`config.mk`:
```
export PLATFORM = sky130hd
export DESIGN_NAME = lfsr_rng
export DESIGN_NICKNAME = d
export VERILOG_FILES = /design/src/rtl/rng_pkg.sv /design/src/rtl/lfsr_core.sv /design/src/rtl/lfsr_rng.sv
export SDC_FILE = /design/constraint.sdc
export NUM_CORES = 1
export LEC_CHECK = 0
export ABC_CLOCK_PERIOD_IN_PS = 5100
export CAP_MARGIN = 20
export CORE_UTILIZATION = 55
export CTS_BUF_LIST = sky130_fd_sc_hd__clkbuf_4 sky130_fd_sc_hd__clkbuf_8
export DETAILED_ROUTE_END_ITERATION = 8
export PLACE_DENSITY = 0.83
export SYNTH_ARGS = -nofsm -noshare
export SYNTH_HDL_FRONTEND = slang
export SYNTH_HIERARCHICAL = 1
export SYNTH_SLANG_ARGS = --single-unit
```
`constraint.sdc`:
```
create_clock -name clk -period 5.1 [get_ports clk]
set_clock_uncertainty 0.15 [all_clocks]
set_input_delay 0.51 -clock clk [delete_from_list [all_inputs] [get_ports clk]]
set_output_delay 0.51 -clock clk [all_outputs]
set_load 0.01 [all_outputs]
```
`src/rtl/rng_pkg.sv`:
```
// Shared types and helpers for the LFSR random source.
//   rng_mode_e     : output mode encoding (value 3 is treated as uniform)
//   TAPS_W*        : maximal-length masks for a right-shifting Galois LFSR.
//                    Polynomial term x^k maps to mask bit k-1.
//   popcount       : number of set bits in a 32-bit word
//   next_pow2_mask : (smallest power of two >= lim) - 1; an input of 0 yields all-ones
package rng_pkg;

  typedef enum logic [1:0] {
    RNG_UNIFORM = 2'd0,
    RNG_BOUNDED = 2'd1,
    RNG_GAUSS   = 2'd2
  } rng_mode_e;

  localparam logic [7:0]  TAPS_W8  = 8'hB8;          // x^8+x^6+x^5+x^4+1
  localparam logic [8:0]  TAPS_W9  = 9'h110;         // x^9+x^5+1
  localparam logic [15:0] TAPS_W16 = 16'hB400;       // x^16+x^14+x^13+x^11+1
  localparam logic [23:0] TAPS_W24 = 24'hE10000;     // x^24+x^23+x^22+x^17+1
  localparam logic [31:0] TAPS_W32 = 32'h80200003;   // x^32+x^22+x^2+x+1

  function automatic logic [5:0] popcount(input logic [31:0] v);
    logic [5:0] cnt;
    cnt = '0;
    for (int i = 0; i < 32; i++) cnt = cnt + 6'(v[i]);
    return cnt;
  endfunction

  // lim-1 with every bit below its leading one filled in. lim==0 wraps to all-ones.
  function automatic logic [31:0] next_pow2_mask(input logic [31:0] lim);
    logic [31:0] m;
    m = lim - 32'd1;
    m = m | (m >> 1);
    m = m | (m >> 2);
    m = m | (m >> 4);
    m = m | (m >> 8);
    m = m | (m >> 16);
    return m;
  endfunction

endpackage

```
`src/rtl/lfsr_core.sv`:
```
// Galois LFSR state register with seeding and lock-up recovery.
//   clk, rst_n  : clock, async active-low reset (state <= SEED)
//   en          : step the LFSR this cycle
//   seed_load   : load seed_in (SEED if seed_in is zero), clear lockup_err
//   seed_in     : seed value
//   state       : current LFSR state
//   lockup      : state is all-zero this cycle (recovery happens on this edge)
//   lockup_err  : sticky, set when an all-zero state was recovered
module lfsr_core #(
  parameter int              WIDTH = 16,
  parameter logic [WIDTH-1:0] TAPS = 16'hB400,
  parameter logic [WIDTH-1:0] SEED = 16'h0001
) (
  input  logic             clk,
  input  logic             rst_n,
  input  logic             en,
  input  logic             seed_load,
  input  logic [WIDTH-1:0] seed_in,
  output logic [WIDTH-1:0] state,
  output logic             lockup,
  output logic             lockup_err
);

  logic [WIDTH-1:0] state_q;
  logic [WIDTH-1:0] step;

  assign step   = (state_q >> 1) ^ (state_q[0] ? TAPS : '0);
  assign lockup = (state_q == '0);
  assign state  = state_q;

  always_ff @(posedge clk or negedge rst_n) begin
    if (!rst_n) begin
      state_q    <= SEED;
      lockup_err <= 1'b0;
    end else if (seed_load) begin
      state_q    <= (seed_in == '0) ? SEED : seed_in;
      lockup_err <= 1'b0;
    end else if (lockup) begin
      // Zero is a fixed point of the LFSR; recover even when en is low.
      state_q    <= SEED;
      lockup_err <= 1'b1;
    end else if (en) begin
      state_q    <= step;
    end
  end

endmodule

```
`src/rtl/lfsr_rng.sv`:
```
// Random source: LFSR plus a valid/ready output register.
//   clk, rst_n  : clock, async active-low reset
//   en          : advance enable; 0 freezes the LFSR and the output stage
//   seed_load   : synchronous seed strobe; discards any pending output
//   seed_in     : seed value
//   mode        : 0 uniform, 1 bounded [0,limit), 2 popcount "gauss", 3 uniform
//   limit       : exclusive bound for bounded mode; 0 means full range
//   out_valid   : out_data holds a value not yet taken
//   out_ready   : consumer accepts out_data
//   out_data    : random value
//   lockup_err  : sticky all-zero-state flag
module lfsr_rng
  import rng_pkg::*;
#(
  parameter int              WIDTH = 16,
  parameter logic [WIDTH-1:0] TAPS = 16'hB400,
  parameter logic [WIDTH-1:0] SEED = 16'h0001,
  parameter int              OUT_W = 8
) (
  input  logic             clk,
  input  logic             rst_n,
  input  logic             en,
  input  logic             seed_load,
  input  logic [WIDTH-1:0] seed_in,
  input  logic [1:0]       mode,
  input  logic [OUT_W-1:0] limit,
  output logic             out_valid,
  input  logic             out_ready,
  output logic [OUT_W-1:0] out_data,
  output logic             lockup_err
);

  logic [WIDTH-1:0] state;
  logic             lockup;
  logic [OUT_W-1:0] cand;
  logic [OUT_W-1:0] bnd_mask;
  logic             accept;
  logic             load;

  lfsr_core #(
    .WIDTH (WIDTH),
    .TAPS  (TAPS),
    .SEED  (SEED)
  ) u_core (
    .clk        (clk),
    .rst_n      (rst_n),
    .en         (en),
    .seed_load  (seed_load),
    .seed_in    (seed_in),
    .state      (state),
    .lockup     (lockup),
    .lockup_err (lockup_err)
  );

  // Candidate comes from the pre-step state, so it is the value that was
  // visible before this edge.
  always_comb begin
    cand     = state[OUT_W-1:0];
    accept   = 1'b1;
    bnd_mask = OUT_W'(next_pow2_mask(32'(limit)));
    case (mode)
      RNG_BOUNDED: begin
        cand   = state[OUT_W-1:0] & bnd_mask;
        accept = (limit == '0) || (cand < limit);
      end
      RNG_GAUSS: begin
        cand = OUT_W'(popcount(32'(state)));
      end
      default: begin
        cand = state[OUT_W-1:0];
      end
    endcase
  end

  assign load = en && !seed_load && !lockup && (!out_valid || out_ready) && accept;

  always_ff @(posedge clk or negedge rst_n) begin
    if (!rst_n) begin
      out_valid <= 1'b0;
      out_data  <= '0;
    end else if (seed_load) begin
      out_valid <= 1'b0;
    end else if (load) begin
      out_valid <= 1'b1;
      out_data  <= cand;
    end else if (en && out_ready) begin
      // Value taken but nothing new to replace it this cycle.
      out_valid <= 1'b0;
    end
  end

endmodule

```
==> After elaboration in Yosys (flattened, before gate mapping) <==
Cells that the tools add are included.
{ "classes": {"n_addsub": 16, "order_cmp": 1, "n_eq_ne": 2, "muxes": 12, "bitwise_logic": 8, "n_reduce_logical": 17} }
{ "op_table": {"columns": ["operator", "count"], "rows": [
  ["16-bit two-way mux", 5],
  ["6-bit by 1-bit adder with 6-bit output", 10],
  ["16-bit zero test", 2],
  ["32-bit by 28-bit OR with 32-bit output", 1],
  ["32-bit by 30-bit OR with 32-bit output", 1],
  ["32-bit by 31-bit OR with 32-bit output", 1],
  ["24-bit OR", 1],
  ["8-bit case mux with 2 select lines", 1],
  ["15-bit by 16-bit bitwise XOR with 16-bit output", 1],
  ["8-bit by 1-bit subtractor with 9-bit output (second input constant)", 1],
  ["8-bit bitwise AND", 1],
  ["8-bit zero test", 1],
  ["8-bit < comparator", 1],
  ["8-bit OR", 1],
  ["5-bit by 1-bit adder with 6-bit output", 1],
  ["1-bit two-way mux", 6],
  ["3-bit nonzero test", 2],
  ["4-bit by 1-bit adder with 5-bit output", 1],
  ["1-bit logical AND", 5],
  ["3-bit by 1-bit adder with 4-bit output", 1],
  ["2-bit by 1-bit adder with 3-bit output", 1],
  ["1-bit zero test", 3],
  ["1-bit by 1-bit adder with 2-bit output", 1],
  ["2-bit by 1-bit equality test with 1-bit output (second input constant)", 1],
  ["other kinds (5)", 6]
]} }
{ "totals": {"ff_bits": 26, "input_bits": 31, "output_inout_bits": 10, "wordCells": 60} }

==> Longest topological paths before layout <==
{ "depth": {"depth_word": 16, "depth_mapped": 16, "ltp_nobuf": 15} }

==> Modules after synthesis <==
The synthesis kept the hierarchy.
{ "by_module_without_submodules": {"columns": ["mod", "instances", "cells_each", "area_each_um2", "seq_area_each_um2"], "rows": [
  ["lfsr_rng", 1, 168, 1450.1, 225.2],
  ["lfsr_core", 1, 88, 903.4, 426.7]
]} }

==> Worst setup path after synthesis <==
OpenSTA, ideal clock, no wires.
{ "synth_path": {"kind": "reg2reg", "from": "register u_core.state_q[1] (netlist: u_core/state[1])", "to": "register out_data[4]", "setup_ps": 125, "arrival_ps": 3721, "t_required_ps": 4825, "setup_slack_ps": 1104, "path_stages_with_launch": 13, "path_buffers": 0, "period_less_slack_ps": 3996, "cell_sequence": "dfrtp_1 fa_1 inv_1 fa_1 fa_1 fa_1 inv_1 ha_1 fa_1 a21oi_1 nor3_1 a221o_1 mux2_4"} }
{ "synth_via": {"elab_chain_cells": 16, "elab_cells_between_ends": 26, "cone_classes": "add/sub: 15; order compare: 1; mux: 2; bitwise: 1; reduce/logical: 7"} }
{ "synth_lines": {"columns": ["item", "line_no", "text"], "rows": [
  ["start, declared", "lfsr_core.sv:24", "logic [WIDTH-1:0] state_q;"],
  ["start signal, assigned", "lfsr_core.sv:36", "state_q <= (seed_in == '0) ? SEED : seed_in;"],
  ["start signal, assigned", "lfsr_core.sv:43", "state_q <= step;"],
  ["1-bit by 1-bit adder with 2-bit output", "rng_pkg.sv:24", "for (int i = 0; i < 32; i++) cnt = cnt + 6'(v[i]);"],
  ["2-bit by 1-bit adder with 3-bit output", "rng_pkg.sv:24", null],
  ["3-bit by 1-bit adder with 4-bit output", "rng_pkg.sv:24", null],
  ["4-bit by 1-bit adder with 5-bit output", "rng_pkg.sv:24", null],
  ["5-bit by 1-bit adder with 6-bit output", "rng_pkg.sv:24", null],
  ["6-bit by 1-bit adder with 6-bit output (10 in a row)", "rng_pkg.sv:24", null],
  ["8-bit case mux with 2 select lines", "lfsr_rng.sv:61", "case (mode)"],
  ["end signal, assigned", "lfsr_rng.sv:85", "out_data <= cand;"],
  ["end, declared", "lfsr_rng.sv:29", "output logic [OUT_W-1:0] out_data,"]
]} }
Several ways; a longest one is shown, not always the timed one.
A chain may end at the register's enable or synchronous reset.

==> Worst setup path in the final report <==
{ "layout_path": {"from": "input port limit[0]", "to": "register out_data[3]"} }
{ "layout_via": {"elab_chain_cells": 12, "elab_cells_between_ends": 14, "cone_classes": "add/sub: 1; order compare: 1; mux: 2; bitwise: 6; reduce/logical: 4"} }
{ "layout_lines": {"columns": ["item", "line_no", "text"], "rows": [
  ["start, declared", "lfsr_rng.sv:26", "input logic [OUT_W-1:0] limit,"],
  ["8-bit by 1-bit subtractor with 9-bit output", "rng_pkg.sv:31", "m = lim - 32'd1;"],
  ["32-bit by 31-bit OR with 32-bit output", "rng_pkg.sv:32", "m = m | (m >> 1);"],
  ["32-bit by 30-bit OR with 32-bit output", "rng_pkg.sv:33", "m = m | (m >> 2);"],
  ["32-bit by 28-bit OR with 32-bit output", "rng_pkg.sv:34", "m = m | (m >> 4);"],
  ["24-bit OR", "rng_pkg.sv:35", "m = m | (m >> 8);"],
  ["8-bit OR", "rng_pkg.sv:36", "m = m | (m >> 16);"],
  ["8-bit bitwise AND", "lfsr_rng.sv:63", "cand = state[OUT_W-1:0] & bnd_mask;"],
  ["8-bit < comparator", "lfsr_rng.sv:64", "accept = (limit == '0) || (cand < limit);"],
  ["1-bit logical OR", "lfsr_rng.sv:64", null],
  ["1-bit two-way mux", "lfsr_rng.sv:61", null],
  ["1-bit logical AND", "lfsr_rng.sv:75", "assign load = en && !seed_load && !lockup && (!out_valid || out_ready) && accept;"],
  ["2-bit AND reduction (no source line)", null, null]
]} }
Several ways; a longest one is shown, not always the timed one.

==> impl_metrics.csv <==
group,metric,value,unit
synthesis,yosys_warnings,6,
synthesis,synthTopCellsByArea,"dfrtp_1 (27%), fa_1 (8.5%), ha_1 (8.5%)",
placement,pre_cts_slack,0.463,ns
synthesis,syn_area,2350,µm²
synthesis,synth-edff-count,0,
min_path,worstHoldPathCells,1,
die,die_h,67.4,µm
placement,io_buffers,40,
synthesis,synth_fp_nets,313,
pwr,p_leak,1.29,nW
final_layout,drive_above_1_share,0.0793,
final_layout,n_antenna_cell,0,
synthesis,synthTopCellsByCount,"inv_1 (34), dfrtp_1 (25), nand2_1 (24)",
worst_setup_path,critPathCaptureType,"flop",
final_layout,fillers,310,
placement,place_hpwl,4270,µm
outcome,outcome,"completed",
synthesis,ys_seq_area_frac,0.277,
routing,via_count,2010,
clock_network,clock_path_buffers,2,
sta,slew_viol_final,0,
worst_setup_path,worst_ep_required_time,5.12,ns
routing,detail-route-antenna-nets,0,
pwr,power.density,349,nW/µm²
routing,first_pass_iters,4,
worst_setup_path,r2r_end,"out_data[4]",
final_layout,final_design_area_no_fill,2830,µm²
clock_network,cts_root_buf,"clkbuf_8",
clock_network,worstSkewPairLatency,0.27,ns
synthesis,ys_ff_latch,26,
global_routing,gr-usage-all-layers,0.263,
die,die-area,4540,µm²
sta,period_share,0.857,
sta,grt_setup_unrepaired,"false",
sta,fin_tns_setup,0,ns
worst_setup_path,cp_cell_sequence,"clkdlybuf4s50_1 -> inv_1 -> ha_1 -> o21bai_4 -> a2111o_1 -> o21ai_2 -> nand2_1 -> nor2_1 -> nor2_1 -> ha_1 -> nor2b_1 -> o21a_1 -> o21ai_0 -> nand4_1 -> o21ai_4 -> mux2_4",
clock_network,postCtsHoldBufs,0,
final_layout,nets,348,
pwr,worst_ir_drop_vdd,0.000284,V
global_routing,grt_start_max_net_pins,36,
placement,place_congestion,0.910,
worst_setup_path,crit_type,"input port to flop",
global_routing,grt_pass1_vias,1906,
synthesis,yosys.area.top_type,"dfrtp_1",
clock_network,cts_sinks,26,
worst_setup_path,r2r_start,"u_core/state[0]",
die,design.core.area,4060,µm²
min_path,holdPathEnd,"out_data[6]",
clock_network,htree_levels,1,
final_layout,syn_to_final_growth,20.3,%
synthesis,ys_types,52,
die,start_util,0.580,
worst_setup_path,crit_family,"compound AO/OA/AOI/OAI gates",
worst_setup_path,cp_slowest_stage_delay,0.66,ns
sta,final_hold_viol_count,0,
worst_setup_path,worstRegToRegCells,12,
min_path,hold_path.class,"flop to flop",
synthesis,ys.flop_type,"dfrtp_1",
global_routing,grt_pass1_wl,8940,µm
run,cap_violations,0,
synthesis,synth_top_area_share,0.266,
sta,min_period,4.37,ns
clock_network,cts.repair.resized,0,
sta,finalSetupViolCount,0,
sta,fmax,229,MHz
routing,routed_via_density,5.91,
clock_network,cts_made_buffers,3,
clock_network,cts_setup_buffers,0,
die,io_pins,41,
routing,drc,0,
global_routing,overflow,0,
synthesis,syn_area_per_cell,9.19,µm²
worst_setup_path,crit_start,"limit[0]",
placement,placed_cell_area,2760,µm²
global_routing,antenna_found_initial,0,
sta,tightest_slew,0.467,ns
sta,worst_slack,0.727,ns
die,fp.dieW,67.4,µm
worst_setup_path,critPathBufInv,2,
worst_setup_path,startpoint_type,"input port",
routing,routed_wl,5440,µm
worst_setup_path,reg2reg_slack,0.77,ns
sta,relSlewSlack,0.685,
synthesis,synthArstFlopShare,1.00,
min_path,min_from,"out_data[6]",
worst_setup_path,critical_path_peak_fanout,10,
pwr,total_power,0.988,mW
synthesis,yosysMostFrequentCell,"inv_1",
worst_setup_path,cp_slowest_cell,"clkdlybuf4s50_1",
routing,drt_iter0_drc,162,
synthesis,synth_cells,256,
die,row_count,23,
clock_network,cts_tree,"yes",
clock_network,clk_pin_slew,0.09,ns
routing,wire_per_inst,16.0,µm
worst_setup_path,arrival,4.39,ns
[how the worst max path moves through the flow]
stage / to / cells after the start
after detailed placement: out_data[3] / 16
after global routing: out_data[4] / 16
final: out_data[3] / 16
after global placement: out_data[4] / 16
after CTS: out_data[3] / 16
after floorplan: out_data[4] / 12
[stage by stage]
| step | instances | hold slack (ns) | utilization |
|---|---|---|---|
| 2_1_floorplan | 256 | 0.0644 | - |
| 3_3_place_gp | 336 | 0.349 | 0.680 |
| 3_5_place_dp | 336 | 0.355 | 0.680 |
| 4_1_cts | 340 | 0.377 | 0.698 |
| 5_1_grt | 340 | 0.386 | 0.698 |
| 6_report | 340 | 0.373 | 0.698 |
[layer usage]
layer  up-vias  GRT usage  share of wire
li1        969          -              -
met1       968      0.366           0.46
met2        66      0.436           0.49
met3         7     0.0338          0.044
met4         0     0.0532         0.0081
met5         -          0              0
[cells in the final DEF, fill, tap and decap left out, drive strengths merged, types with 3 or more instances in the layout]
master	Yosys	final
clkdlybuf4s50	0	40
inv	34	34
dfrtp	25	25
nand2	24	24
o21ai	24	24
mux2i	18	18
ha	16	16
nor2	10	10
fa	10	10
nor4	9	9
a21oi	8	8
nor3	5	5
nor2b	5	5
mux2	5	5
a31oi	5	5
nand4	4	4
xor2	4	4
nand3	3	3
a22o	3	3
clkbuf	7	3
buf	6	3
[report_power, final]
part	switching (mW)	internal [mW]	total (mW)
registers	0.0430	0.245	0.288
logic	0.258	0.270	0.528
clock network	0.0669	0.105	0.172
[logic make-up (layout without fill, tap and decap cells)]
group | Yosys count | in the layout | share of synthesized area
mux | 23 | 23 | 0.108
xor+xnor | 6 | 6 | 0.0223
fa+ha+maj | 26 | 26 | 0.170
compound gates | 60 | 60 | 0.180
flops | 26 | 26 | 0.277
simple gates | 68 | 68 | 0.155
buf+inv | 47 | 81 | 0.0877
[state kept, by name, summed over array words and instances, names as in the netlist]
signal and count:
u_core/state 16, out_valid 1, u_core/lockup_err 1, out_data 8
[final cells by class]
cell class              count  area, µm²  area share
multi-input cells         183       1500       0.528
flip-flops and latches     26        652       0.230
repair buffers             43        423       0.149
inverters                  34        128      0.0451
well taps                  50       62.6      0.0221
clock buffers               3       41.3      0.0146
clock inverters             1       30.0      0.0106
No activity file was read; power rests on OpenSTA's default activity.
